--- config.mk ---
export PLATFORM = sky130hd
export DESIGN_NAME = shift_serializer
export DESIGN_NICKNAME = d
export VERILOG_FILES = /design/src/rtl/shift_pkg.sv /design/src/rtl/right_shift_stage.sv /design/src/rtl/shift_serializer.sv
export SDC_FILE = /design/constraint.sdc
export NUM_CORES = 1
export LEC_CHECK = 0
export ABC_CLOCK_PERIOD_IN_PS = 2200
export CAP_MARGIN = 40
export CORE_AREA = 2 2 39 41
export CTS_CLUSTER_DIAMETER = 80
export DETAILED_ROUTE_END_ITERATION = 8
export DIE_AREA = 0 0 41 43
export HOLD_SLACK_MARGIN = 0.03
export MAX_ROUTING_LAYER = met4
export PLACE_DENSITY = 0.7
export SLEW_MARGIN = 20
export SYNTH_ARGS = -nofsm -noshare
export SYNTH_HDL_FRONTEND = slang
export SYNTH_SLANG_ARGS = --single-unit
--- constraint.sdc ---
create_clock -name clk -period 2.2 [get_ports clk]
set_clock_uncertainty 0.05 [all_clocks]
set_input_delay 0.22 -clock clk [delete_from_list [all_inputs] [get_ports clk]]
set_output_delay 0.22 -clock clk [all_outputs]
set_load 0.03 [all_outputs]
--- src/rtl/shift_pkg.sv ---
// rtl/shift_pkg.sv - shared types and helpers for the shift serializer
package shift_pkg;

    typedef enum logic {
        IDLE  = 1'b0,
        SHIFT = 1'b1
    } ser_state_t;

    function automatic int ceil_div(input int a, input int b);
        return (a + b - 1) / b;
    endfunction

endpackage

--- src/rtl/right_shift_stage.sv ---
// rtl/right_shift_stage.sv - combinational zero-fill logical right shift by S
module right_shift_stage #(
    parameter int N = 8,
    parameter int S = 3
) (
    input  logic [N-1:0] a,
    output logic [N-1:0] res
);

    assign res = a >> S;

endmodule

--- src/rtl/shift_serializer.sv ---
// rtl/shift_serializer.sv - N-bit word to S-bit chunk serializer, LSB chunk first
module shift_serializer
    import shift_pkg::*;
#(
    parameter int N = 8,
    parameter int S = 3
) (
    input  logic         clk,
    input  logic         rst_n,
    input  logic         in_valid,
    output logic         in_ready,
    input  logic [N-1:0] in_data,
    output logic         out_valid,
    input  logic         out_ready,
    output logic [S-1:0] out_data,
    output logic         out_last
);

    localparam int K  = ceil_div(N, S);
    localparam int CW = (K > 1) ? $clog2(K) : 1;
    localparam logic [CW-1:0] LAST_CNT = CW'(K - 1);

    ser_state_t    state, state_n;
    logic [N-1:0]  shreg, shreg_n, shreg_shifted;
    logic [CW-1:0] cnt, cnt_n;
    logic          beat, load;

    right_shift_stage #(.N(N), .S(S)) u_shift (
        .a   (shreg),
        .res (shreg_shifted)
    );

    assign out_valid = (state == SHIFT);
    assign out_data  = shreg[S-1:0];
    assign out_last  = (state == SHIFT) && (cnt == LAST_CNT);
    assign beat      = out_valid && out_ready;
    // Accepting during the final beat lets words stream without a bubble.
    assign in_ready  = (state == IDLE) || (beat && out_last);
    assign load      = in_valid && in_ready;

    always_comb begin
        state_n = state;
        shreg_n = shreg;
        cnt_n   = cnt;
        if (load) begin
            state_n = SHIFT;
            shreg_n = in_data;
            cnt_n   = '0;
        end else if (beat) begin
            if (out_last) begin
                state_n = IDLE;
            end else begin
                shreg_n = shreg_shifted;
                cnt_n   = cnt + CW'(1);
            end
        end
    end

    always_ff @(posedge clk) begin
        if (!rst_n) begin
            state <= IDLE;
            shreg <= '0;
            cnt   <= '0;
        end else begin
            state <= state_n;
            shreg <= shreg_n;
            cnt   <= cnt_n;
        end
    end

endmodule

==> run summary <==
Root Driver - clkbuf_4
Crit path to - in_ready
Cell-internal power - 0.336 mW
Peak Freq - 509 MHz
CTS tree - yes
Switching power share of the total - 26.6%
Grt peak-use layer - met1
Final period util - 89.2%
TritonCTS Buffers - 3
GRT Total Usage - 14.6%
Arr. time, crit path - 1.69 ns
Wire length per cell - 11.6 microns
Async S/R FF share, synth - 0%
Most frequent cells in the layout - 17 x clkdlybuf4s50_1, 11 x dfxtp_1, 6 x nand2_1
Die X - 41 microns
Vias per inst - 5.17
R2R Setup Slk - 0.77 ns
Die area - 0.00176 sq mm
Power per cell area - 649 mW/mm^2
CP max-delay cell - clkdlybuf4s50_1
Crit. Startpoint - cnt[0]$_SDFFE_PP0P_
CTS Buffer Depth - 2
Part of the power in registers - 48.4%
RSZ-0062 raised after global routing - false
Synth Register Bits - 11
Clock share of power - 29.6%
Initial DRT Pass Iterations - 4
Crit-path cells - inv_1 -> ha_1 -> a21bo_2 -> clkdlybuf4s50_1
Most common cell after layout, fill and taps aside - clkdlybuf4s50_1
Die Span Y - 43 microns
Gate Count Post-Synth - 50
Final core utilization - 51.0%
Setup violators final - 0
Number of fill cells - 131
Largest net degree at the start of global routing - 15
Grt total ovfl - 0
Synth Flop Type - dfxtp_1
Count of final max-slew check failures - 0
Worst-skew pair later-pin latency - 0.26 ns
DRT antenna net count - 0
Comb pwr share - 22.0%
Input/output buffers - 17
Max-Cap Viols - 0
Reg2reg path depth - 5
Vias in the first global route - 431
Placer Congestion - 0.738
Total Wirelength - 966 microns
Reg2Reg Capture Point - cnt[0]$_SDFFE_PP0P_
Req. time, crit path - 1.93 ns
Final worst setup slack - 0.237 ns
Crit path time final - 1.96 ns
Area grow syn2layout - 36.6%
Worst hold stages - 2
CTS clk-pin slew, worst paths - 0.07 ns
Met1 Usage GRT - 20.6%
Ys Warns - 0
Status - complete, no violations
Setup bufs post-CTS - 0
GR Util met3 - 3.14%
Mean Syn Cell Area - 10.3 sq um
Post-DP HPWL - 668 microns
Post-Syn Nets - 63
Std-Cell Rows - 14
Register area share after synthesis - 42.6%
Setup crit start kind - flip-flop
CP Capture Type - output port
Resize count post-CTS - 0
CTS sink cnt - 11
Core Region - 0.00138 sq mm
Starting DRT DRC Count - 6
Via count - 429
Post-synth EDFFs - 0
# H-tree levels - 1
Hold Path Class - reg2reg
Initial Utilization - 37.3%
Slew margin rel. - 69.6%
Initial antenna violation count - 0
Netlist Area Pre-Place - 517 sq um
Post-CTS Hold Buffers - 0
Sw Pwr - 0.122 mW
First-pass GRT wire length - 1770 microns
Peak VDD IR - 0.296 mV
Setup_tns - 0 ns
Hold violation count in the final report - 0
Crit path max fanout - 4
Unique masters post-synth - 21
DRC errors left - 0
Critical path's largest stage delay - 0.59 ns
Critical path class - reg2out
Share of post-route cells with drive strength above 1 - 14.9%
Slew @ Worst Pin - 0.455 ns
Place WS - 0.310 ns
Layout Nets - 81
GR met2 Demand/Resource - 19.7%
Worst r2r src - cnt[0]$_SDFFE_PP0P_
Leak - 0.273 nW
Diodes inserted - 0
Ports - 18
-- synth_stat cells (2+ instances only) --
| master | number | share of area (%) |
|---|---|---|
| dfxtp_1 | 11 | 43 |
| o221a_1 | 5 | 11 |
| buf_4 | 3 | 4.4 |
| inv_1 | 2 | 1.5 |
| o22ai_1 | 3 | 3.6 |
| nand2_1 | 6 | 4.4 |
| o21a_1 | 5 | 7.3 |
| and3_1 | 2 | 2.4 |
-- worst min path at each step --
stage / from / end / slack, ns
final: shreg[7]$_SDFFE_PN0P_ / shreg[7]$_SDFFE_PN0P_ / 0.42
after global routing: shreg[5]$_SDFFE_PN0P_ / shreg[5]$_SDFFE_PN0P_ / 0.45
after CTS: shreg[7]$_SDFFE_PN0P_ / shreg[7]$_SDFFE_PN0P_ / 0.42
after detailed placement: shreg[7]$_SDFFE_PN0P_ / shreg[7]$_SDFFE_PN0P_ / 0.41
after global placement: shreg[7]$_SDFFE_PN0P_ / shreg[7]$_SDFFE_PN0P_ / 0.41
after floorplan: in_data[5] / shreg[5]$_SDFFE_PN0P_ / 0.32
-- worst max-delay path: cells and delay by family, from the launching register on --
family | cells | cell delay (ns)
AOI/OAI and AO/OA | 1 | 0.23
buffers and inverters | 2 | 0.64
adders and majority gates | 1 | 0.22
DFF | 1 | 0.34
-- state kept, by name (all words and copies together) (netlist names) --
name,cells
shreg,8
cnt,2
out_valid,1
-- metrics by stage --
stage               std cells  power [mW]  cell area (sq um)  hold WS, ns
CTS                        83       0.461                706        0.424
global placement           79       0.327                679        0.405
finish                     83       0.458                706        0.424
detailed placement         79       0.327                679        0.410
global route               83       0.485                706        0.450
floorplan                  50       0.289                517        0.320
-- cell type report --
cell class                      instances  area [sq um]  area share, %
Tap cell                               16          20.0           2.84
Multi-Input combinational cell         32           258           36.5
Inverter                                3          11.3           1.60
Timing Repair Buffer                   17           170           24.1
Sequential cell                        11           220           31.2
Clock buffer                            4          26.3           3.72
-- kinds of logic (layout without fill, tap and decap cells) --
| logic type | count (synthesis) | count (layout) | synth area share, % |
|---|---|---|---|
| AOI/OAI and AO/OA | 16 | 16 | 28.3 |
| DFF | 11 | 11 | 42.6 |
| xor gates and xnor gates | 1 | 1 | 1.70 |
| and+or+nand+nor | 13 | 13 | 15.5 |
| adders and majority gates | 1 | 1 | 2.42 |
| buffers and inverters | 7 | 24 | 7.50 |
| muxes | 1 | 1 | 1.94 |
-- metal layers --
layer	vias to the layer above	part of all wire, %
li1	213	-
met3	2	7.0
met5	-	0
met1	199	48
met2	15	43
met4	0	1.4
-- power groups by stage --
| stage | logic, mW | clock network (mW) | registers (mW) |
|---|---|---|---|
| finish | 0.101 | 0.135 | 0.222 |
| floorplan | 0.0621 | 0 | 0.227 |
| detailed placement | 0.101 | 0 | 0.226 |
| CTS | 0.101 | 0.138 | 0.222 |
| global route | 0.109 | 0.152 | 0.224 |
| global placement | 0.100 | 0 | 0.226 |
Power figures use the tool's default switching activity.
